--- src/rtl/instr_fetch_unit.sv ---
// -----------------------------------------------------------------------------
// instr_fetch_unit
//
// Fetch stage of the single-cycle core. It holds the PC and fetches one
// instruction word per execute step from instruction memory over a
// request/ready handshake. It then presents the word to the main decoder and
// computes the next PC from the decoder's Branch/Jump flags and the ALU Zero
// flag. A watchdog flags an instruction memory that never answers.
//
// Ports
//   CLK          clock, all state updates on the rising edge
//   RST          synchronous, active-high reset
//   imem_req     fetch request (high while in FETCH)
//   imem_addr    fetch address, always equal to pc
//   imem_ready   memory returned data on imem_rdata this cycle
//   imem_rdata   instruction word from memory
//   instr        latched instruction word for the decoder
//   instr_valid  instr is valid and being executed (high while in EXEC)
//   exec_done    datapath finished the current instruction; commit next PC
//   Branch       branch flag from the main decoder
//   Jump         jump flag from the main decoder
//   Zero         ALU zero flag
//   pc           current PC
//   fault        watchdog tripped; sticky until reset
// -----------------------------------------------------------------------------
module instr_fetch_unit #(
   parameter logic [31:0] RESET_PC = 32'h0000_0000,
   parameter int          TIMEOUT  = 16,
   parameter int          CNT_W    = 8
) (
   input  logic        CLK,
   input  logic        RST,
   output logic        imem_req,
   output logic [31:0] imem_addr,
   input  logic        imem_ready,
   input  logic [31:0] imem_rdata,
   output logic [31:0] instr,
   output logic        instr_valid,
   input  logic        exec_done,
   input  logic        Branch,
   input  logic        Jump,
   input  logic        Zero,
   output logic [31:0] pc,
   output logic        fault
);

   typedef enum logic [1:0] {
      ST_IDLE  = 2'd0,
      ST_FETCH = 2'd1,
      ST_EXEC  = 2'd2,
      ST_FAULT = 2'd3
   } state_t;

   // A zero TIMEOUT disables the watchdog entirely; the counter then stays at 0.
   localparam bit               WD_EN    = (TIMEOUT != 0);
   localparam logic [CNT_W-1:0] CNT_LAST = CNT_W'(WD_EN ? TIMEOUT - 1 : 0);

   state_t            state;
   logic [CNT_W-1:0]  wd_cnt;
   logic [31:0]       next_pc;

   // Next-PC selection. Jump wins over a taken branch; all sums wrap mod 2^32.
   function automatic logic [31:0] calc_next_pc(input logic [31:0] cur_pc,
                                                input logic [31:0] cur_instr,
                                                input logic        br,
                                                input logic        jmp,
                                                input logic        zf);
      logic        [31:0] pc4;
      logic signed [31:0] br_off;
      pc4    = cur_pc + 32'd4;
      br_off = {{14{cur_instr[15]}}, cur_instr[15:0], 2'b00};
      if (jmp)
         calc_next_pc = {pc4[31:28], cur_instr[25:0], 2'b00};
      else if (br && zf)
         calc_next_pc = pc4 + $unsigned(br_off);
      else
         calc_next_pc = pc4;
   endfunction

   assign next_pc = calc_next_pc(pc, instr, Branch, Jump, Zero);

   // Handshake-facing outputs are decoded from registered state only, so no
   // input reaches an output combinationally.
   assign imem_req    = (state == ST_FETCH);
   assign instr_valid = (state == ST_EXEC);
   assign imem_addr   = pc;

   always_ff @(posedge CLK) begin
      if (RST) begin
         state  <= ST_IDLE;
         pc     <= RESET_PC;
         instr  <= 32'h0000_0000;
         fault  <= 1'b0;
         wd_cnt <= '0;
      end else begin
         case (state)
            ST_IDLE: begin
               state <= ST_FETCH;
            end
            ST_FETCH: begin
               if (imem_ready) begin
                  instr  <= imem_rdata;
                  wd_cnt <= '0;
                  state  <= ST_EXEC;
               end else if (WD_EN) begin
                  wd_cnt <= wd_cnt + 1'b1;
                  // Counter holds the number of unanswered cycles already seen,
                  // so reaching TIMEOUT-1 here means this is cycle TIMEOUT.
                  if (wd_cnt == CNT_LAST) begin
                     state <= ST_FAULT;
                     fault <= 1'b1;
                  end
               end
            end
            ST_EXEC: begin
               if (exec_done) begin
                  pc    <= next_pc;
                  state <= ST_FETCH;
               end
            end
            ST_FAULT: begin
               state <= ST_FAULT;
            end
            default: begin
               state <= ST_IDLE;
            end
         endcase
      end
   end

endmodule

--- config.mk ---
export PLATFORM = sky130hd
export DESIGN_NAME = instr_fetch_unit
export DESIGN_NICKNAME = d
export VERILOG_FILES = /design/src/rtl/instr_fetch_unit.sv
export SDC_FILE = /design/constraint.sdc
export NUM_CORES = 1
export LEC_CHECK = 0
export ABC_AREA = 0
export ABC_CLOCK_PERIOD_IN_PS = 4450
export BUFFER_PORTS_ARGS = -buffer_cell sky130_fd_sc_hd__clkbuf_2
export CAP_MARGIN = 20
export CORE_ASPECT_RATIO = 0.75
export CORE_UTILIZATION = 50
export DETAILED_ROUTE_END_ITERATION = 6
export GPL_TIMING_DRIVEN = 0
export PLACE_DENSITY = 0.76
export SYNTH_ARGS = -nofsm -noshare
export SYNTH_HDL_FRONTEND = slang
export SYNTH_SLANG_ARGS = --single-unit
--- constraint.sdc ---
create_clock -name CLK -period 4.45 [get_ports CLK]
set_clock_uncertainty 0.2 [all_clocks]
set_input_delay 1.335 -clock CLK [delete_from_list [all_inputs] [get_ports CLK]]
set_output_delay 1.335 -clock CLK [all_outputs]
set_load 0.005 [all_outputs]
==> results.sh, run 1 <==
export IMPL_status="complete, no violations"
export IMPL_syn_cell_area_sq_um=5470
export IMPL_timing_final_crit_share_pct=97.1
export IMPL_synth_seq_area_share_pct=26.7
export IMPL_synth_top_family_by_area="compound AO/OA/AOI/OAI gates"
export IMPL_final_cell_mix="133 x clkbuf_2, 122 x nand2_1, 90 x a21oi_1"
export IMPL_critical_path_top_delay_family="compound AO/OA/AOI/OAI gates"
export IMPL_synth_simple_area_share_pct=23.0
export IMPL_worst_path_buf_inv=1
export IMPL_final_cells=1017
export IMPL_core_sq_um=10500
export IMPL_synth_ff_latch_count=73
export IMPL_synth_cell_types=63
export IMPL_gp_routability_congestion=0.937
export IMPL_grt_pass1_wl_um=27400
export IMPL_critPathArrivalTime_ns=4.39
export IMPL_synth_edff_count=0
export IMPL_synthesis_instances=727
export IMPL_clk_latency_ns=0.34
export IMPL_first_pass_iters=5
export IMPL_drv_cap=0
export IMPL_dp_hpwl_um=13200
export IMPL_min_period_ns=4.32
export IMPL_grt_pass1_vias=5431
export IMPL_tightest_slew_ns=1.03
export IMPL_hp_class="reg2reg"
export IMPL_placed_cells=999
export IMPL_critPathCaptureType="register"
export IMPL_finalHoldViolations=0
export IMPL_drive_gt1_share_pct=24.9
export IMPL_p_per_area_nw_per_um2=245
export IMPL_rows=32
export IMPL_route_detailed_drc=0
export IMPL_ios=138
export IMPL_setup_viol=0
export IMPL_clock_sinks=73
export IMPL_clkSlewWorstSetupHoldPaths_ns=0.06
export IMPL_post_drt_wl_per_cell_um=17.3
export IMPL_cts_root_buffer="clkbuf_16"
export IMPL_dieArea_sq_um=11400
export IMPL_slowest_stage="dfxtp_1"
export IMPL_critPathMaxFanout=10
export IMPL_path_cells="buf_6 > nand3_1 > nand2b_4 > xnor2_1 > ha_2 > a21o_1 > a31o_1 > a221o_1 > o2111ai_2 > a31oi_4 > a41oi_2 > a31oi_1 > xor2_1 > a211o_1 > a21o_1 > a21oi_2"
export IMPL_antenna_cells=0
export IMPL_rr_startpoint="imem_addr[4]"
export IMPL_nets=954
export IMPL_synth_warnings=0
export IMPL_ant_nets=0
export IMPL_critical_path_class="reg2reg"
export IMPL_antenna_found_initial=0
export IMPL_via_count=5925
export IMPL_fmax_ghz=0.231
export IMPL_final_common_cell="clkbuf_2"
export IMPL_slew_violations=0
export IMPL_synth_area_mux_share_pct=0.549
export IMPL_synth_compound_area_share_pct=24.2
export IMPL_track_usage_pct=31.2
export IMPL_drt_total_wl_um=17600
export IMPL_yosys_area_share_xor_xnor_pct=8.97
export IMPL_hp_start="instr[30]"
export IMPL_cts_buffer_depth=2
export IMPL_die_w_um=123
export IMPL_die_h_um=92.6
export IMPL_slew_headroom_pct=31.5
export IMPL_worstRegToRegCells=16
export IMPL_htreeDepth=3
export IMPL_whs_path_depth=2
export IMPL_r2r_end="imem_addr[31]"
export IMPL_power_mw=1.65
export IMPL_cts_buffers=9
export IMPL_fin_area_sq_um=6750
export IMPL_peakVddDrop_v=0.000241
export IMPL_synth_flop_cell="dfxtp_1"
export IMPL_initial_core_util_pct=52.3
export IMPL_crit_top_cell="a21o_1"
export IMPL_synthAdderAreaFrac_pct=9.06
export IMPL_io_buffers=133
export IMPL_grt_max_degree=24
export IMPL_cp_slowest_stage_delay_ns=0.41
export IMPL_cts_tree="built"
export IMPL_hold_slack_ns=0.253
export IMPL_drtIter0Drc=532
export IMPL_syn_area_per_cell_sq_um=7.52
export IMPL_hold_buffers=0
export IMPL_ff2ff_setup_slack_ns=0.13
export IMPL_holdPathEnd="instr[30]"
export IMPL_grt_overflow=0
export IMPL_async_flop_share_pct=0
export IMPL_via_per_inst=5.83
export IMPL_leakage_nw=3.27
export IMPL_cp_start_kind="register"
export IMPL_worst_ep_required_time_ns=4.52
export IMPL_post_dp_cell_area_sq_um=6320
export IMPL_area_growth_pct=23.3
report_power, final:
group	total [mW]	switching [mW]	internal (mW)
registers	0.703	0.0292	0.674
clock network	0.716	0.283	0.433
logic	0.235	0.144	0.0909
total	1.65	0.457	1.20
cell families after synthesis:
group                    Yosys count
multiplexers                       3
buffers and inverters             75
XOR/XNOR                          56
AND/OR/NAND/NOR                  274
AO/OA/AOI/OAI                    206
other                              1
adder cells (fa/ha/maj)           39
flip-flops                        73
registers in the layout, indices dropped and copies added, names as in the netlist:
| register | cells |
|---|---|
| instr | 32 |
| imem_addr | 30 |
| wd_cnt | 8 |
| state | 2 |
| fault | 1 |
synth_stat cells (3+ instances only):
library cell	n	area [sq um]
inv_1	6	22.5
ha_1	38	475
nand4_1	12	75.1
buf_4	34	255
o21bai_1	3	22.5
a21oi_1	91	455
clkbuf_1	32	120
nand3_1	26	130
xor2_1	30	263
and3_1	9	56.3
o211ai_1	14	105
o21ai_0	27	135
xnor2_1	26	228
nor3_1	13	65.1
o311ai_0	3	26.3
dfxtp_1	73	1460
nand2b_1	11	68.8
and4_1	6	52.6
nor2_1	53	199
a31oi_1	4	25.0
a22o_1	3	26.3
nand2_1	122	458
and2_1	6	37.5
mux2i_1	3	30.0
o211a_1	8	80.1
nor2b_1	6	37.5
a21o_1	22	165
through the flow:
step	setup WS [ns]	setup TNS [ns]	utilization (%)
4_1_cts	0.0232	0	63.7
3_5_place_dp	-0.388	-1.98	60.5
5_1_grt	-0.0161	-0.0260	64.6
3_3_place_gp	-0.343	-1.78	60.5
6_report	0.127	0	64.6
2_1_floorplan	0.359	0	-
per-layer routing:
layer | vias to the layer above | global-route usage [%] | wire (um)
met5 | - | 0 | 0
met4 | 0 | 10.8 | 347
met3 | 34 | 6.28 | 1560
met2 | 305 | 48.7 | 7900
met1 | 2737 | 42.6 | 7820
li1 | 2849 | - | -
worst max path at each step:
stage / startpoint / to / slack [ns] / cells past startpoint
after global placement: imem_addr[4] / imem_addr[26] / -0.34 / 18
final: imem_addr[4] / imem_addr[31] / 0.13 / 16
after detailed placement: imem_addr[4] / imem_addr[30] / -0.39 / 18
after global routing: imem_addr[12] / imem_addr[31] / -0.02 / 17
after CTS: imem_addr[2] / imem_addr[28] / 0.02 / 14
after floorplan: imem_addr[11] / imem_addr[31] / 0.36 / 16
area by class of cell:
type	count	area [sq um]
multi-input cells	582	3710
fillers	921	3700
flip-flops and latches	73	1480
repair buffers	137	696
plain buffers	65	379
clock buffers	11	233
well taps	136	170
clock inverters	5	56.3
inverters	8	30.0
worst register-to-register path, cell delays in order, from the launching register on:
cell and delay [ns]:
dfxtp_1 0.41, buf_6 0.18, nand3_1 0.18, nand2b_4 0.24, xnor2_1 0.20, ha_2 0.36, a21o_1 0.21, a31o_1 0.19
a221o_1 0.40, o2111ai_2 0.26, a31oi_4 0.15, a41oi_2 0.26, a31oi_1 0.16, xor2_1 0.19, a211o_1 0.36, a21o_1 0.18
a21oi_2 0.13
repair_timing:
| action | CTS | global route |
|---|---|---|
| pin swaps | 0 | 2 |
| setup buffers | 1 | 3 |
| endpoints found under the setup margin | 9 | 6 |
| hold endpoints to repair | 0 | 0 |
| resized for setup | 11 | 22 |
Power figures use the tool's default switching activity.
==> inputs of run 2 (changes only) <==
CORE_UTILIZATION = 28   (was 50)
PLACE_DENSITY = 0.55   (was 0.76)
==> run 2 against run 1 <==
Against the previous run:
- design area is 2.6% higher
- power is 4.4% higher
- die area is 77% higher
- global-route usage is 12 points lower
- critical path type unchanged
- register-to-register slack better by 0.05 ns
- via count is 3.5% lower
- worst hold slack hardly changed
- worst setup slack better by 0.049 ns
- critical endpoint unchanged
- largest cell class unchanged
- critical path depth stayed put
- highest routed layer unchanged
==> results.sh, run 2 (same netlist as run 1, synthesis figures left out) <==
export IMPL_tightest_slew_ns=1.08
export IMPL_antenna_cells=0
export IMPL_die_w_um=163
export IMPL_wl_met3_um=1420
export IMPL_hp_class="reg2reg"
export IMPL_grt_max_degree=24
export IMPL_critPathCaptureType="register"
export IMPL_slew_violations=0
export IMPL_io_buffers=133
export IMPL_final_cell_mix="133 x clkbuf_2, 122 x nand2_1, 89 x a21oi_1"
export IMPL_wl_met2_um=7790
export IMPL_power_frac_clock_pct=45.6
export IMPL_cp_slowest_stage_delay_ns=0.39
export IMPL_via_count=5719
export IMPL_slowest_stage="a221o_1"
export IMPL_clkSlewWorstSetupHoldPaths_ns=0.07
export IMPL_initial_core_util_pct=29.0
export IMPL_postLayoutCoreUtil_pct=36.7
export IMPL_path_depth=16
export IMPL_cp_start_kind="register"
export IMPL_dpl_worst_slack_ns=-0.510
export IMPL_seqPwrFrac_pct=40.7
export IMPL_post_drt_wl_per_cell_um=16.8
export IMPL_hold_slack_ns=0.253
export IMPL_highest_layer="met4"
export IMPL_switching_power_mw=0.470
export IMPL_final_common_cell="clkbuf_2"
export IMPL_fillers=2023
export IMPL_finalSetupTns_ns=0
export IMPL_clock_sinks=73
export IMPL_p_per_area_nw_per_um2=250
export IMPL_cts_root_buffer="clkbuf_16"
export IMPL_nets=953
export IMPL_drtIter0Drc=532
export IMPL_internal_power_mw=1.26
export IMPL_core_sq_um=18800
export IMPL_hold_buffers=0
export IMPL_slew_headroom_pct=27.8
export IMPL_fmax_ghz=0.234
export IMPL_rows=43
export IMPL_worst_path_buf_inv=1
export IMPL_critPathMaxFanout=10
export IMPL_peakVddDrop_v=0.000156
export IMPL_area_growth_pct=26.5
export IMPL_drv_cap=0
export IMPL_final_cells=1127
export IMPL_leakage_nw=3.28
export IMPL_die_h_um=123
export IMPL_p_comb_share_pct=13.7
export IMPL_timing_final_crit_share_pct=96.1
export IMPL_ios=138
export IMPL_htreeDepth=3
export IMPL_antenna_found_initial=0
export IMPL_worst_ep_required_time_ns=4.53
export IMPL_dieArea_sq_um=20100
export IMPL_clk_latency_ns=0.34
export IMPL_critPathArrivalTime_ns=4.35
export IMPL_drt_total_wl_um=18900
export IMPL_crit_top_cell="a21o_1"
export IMPL_route_detailed_drc=0
export IMPL_whs_path_depth=2
export IMPL_path_cells="buf_6 > nand3_1 > nand2b_4 > xnor2_1 > ha_2 > a21o_1 > a31o_1 > a221o_1 > o2111ai_2 > a31oi_2 > a41oi_2 > a31oi_1 > xor2_1 > a211o_1 > a21o_1 > a21oi_2"
export IMPL_grt_pass1_wl_um=28600
export IMPL_placed_cells=1110
export IMPL_dp_hpwl_um=14400
export IMPL_setup_viol=0
export IMPL_cts_tree="built"
export IMPL_track_usage_pct=18.9
export IMPL_status="complete, no violations"
export IMPL_cts_buffer_depth=2
export IMPL_ant_nets=0
export IMPL_gp_routability_congestion=0.863
export IMPL_drive_gt1_share_pct=25.3
export IMPL_top_register="instr"
export IMPL_first_pass_iters=5
export IMPL_critical_path_top_delay_family="compound AO/OA/AOI/OAI gates"
export IMPL_grt_pass1_vias=5006
export IMPL_finalHoldViolations=0
export IMPL_critical_path_class="reg2reg"
export IMPL_grt_overflow=0
export IMPL_cts_buffers=9
export IMPL_via_per_inst=5.07
export IMPL_worstRegToRegCells=16
export IMPL_largest_reg_flops=32
export IMPL_min_period_ns=4.27
export IMPL_wl_met1_um=9510
export IMPL_sw_frac_of_total_pct=27.2
export IMPL_setup_ws_ns=0.176
[run 2: changes by cell type in the layout (fill, tap and decap cells not counted), sizes merged]
cell / previous run / this run
buf: 40 / 38
bufinv: 1 / 2
clkinv: 5 / 4
inv: 6 / 7
[run 2: power groups by stage]
| stage | combinational, mW | sequential (mW) | clock (mW) |
|---|---|---|---|
| after global routing | 0.262 | 0.707 | 0.836 |
| after floorplan | 0.137 | 0.710 | 0 |
| after global placement | 0.232 | 0.719 | 0 |
| after detailed placement | 0.232 | 0.719 | 0 |
| final | 0.237 | 0.704 | 0.787 |
| after CTS | 0.234 | 0.704 | 0.804 |
[run 2: worst reg2reg max path: stages, from the launching register on]
cell	delay [ns]
dfxtp_2	0.38
buf_6	0.18
nand3_1	0.21
nand2b_4	0.27
xnor2_1	0.20
ha_2	0.35
a21o_1	0.20
a31o_1	0.18
a221o_1	0.39
o2111ai_2	0.25
a31oi_2	0.18
a41oi_2	0.29
a31oi_1	0.13
xor2_1	0.19
a211o_1	0.33
a21o_1	0.17
a21oi_2	0.11
[run 2: area by class of cell]
class	instances	area (sq um)	share of cell area (%)
timing repair buffer	135	684	9.89
buffer	66	383	5.53
sequential	73	1480	21.4
inverter	8	30.0	0.434
tap	247	309	4.47
clock inverter	6	90.1	1.30
multi-input combinational	582	3710	53.6
clock buffer	10	229	3.31
[run 2: repair_timing]
item,4_1_cts,5_1_grt
resized for setup,14,28
endpoints found under the setup margin,11,6
setup buffers,1,1
pin swaps,0,7
endpoints found under the hold margin,0,0
[run 2: path summary, 6_finish.rpt]
| check | start | endpoint | slack (ns) |
|---|---|---|---|
| max | imem_addr[4] | imem_addr[31] | 0.18 |
| min | instr[28] | instr[28] | 0.25 |
| max reg2reg | imem_addr[4] | imem_addr[31] | 0.18 |
| min reg2reg | instr[28] | instr[28] | 0.25 |
[run 2: per-stage QoR]
stage | area [sq um] | total power [mW]
finish | 6920 | 1.73
floorplan | 5480 | 0.847
global placement | 6460 | 0.950
detailed placement | 6460 | 0.951
global route | 6920 | 1.81
CTS | 6830 | 1.74
[run 2: metal layers]
layer / up-vias / track usage, %
li1: 2850 / -
met1: 2627 / 28.4
met2: 227 / 27.3
met3: 15 / 3.72
met4: 0 / 4.50
met5: - / 0
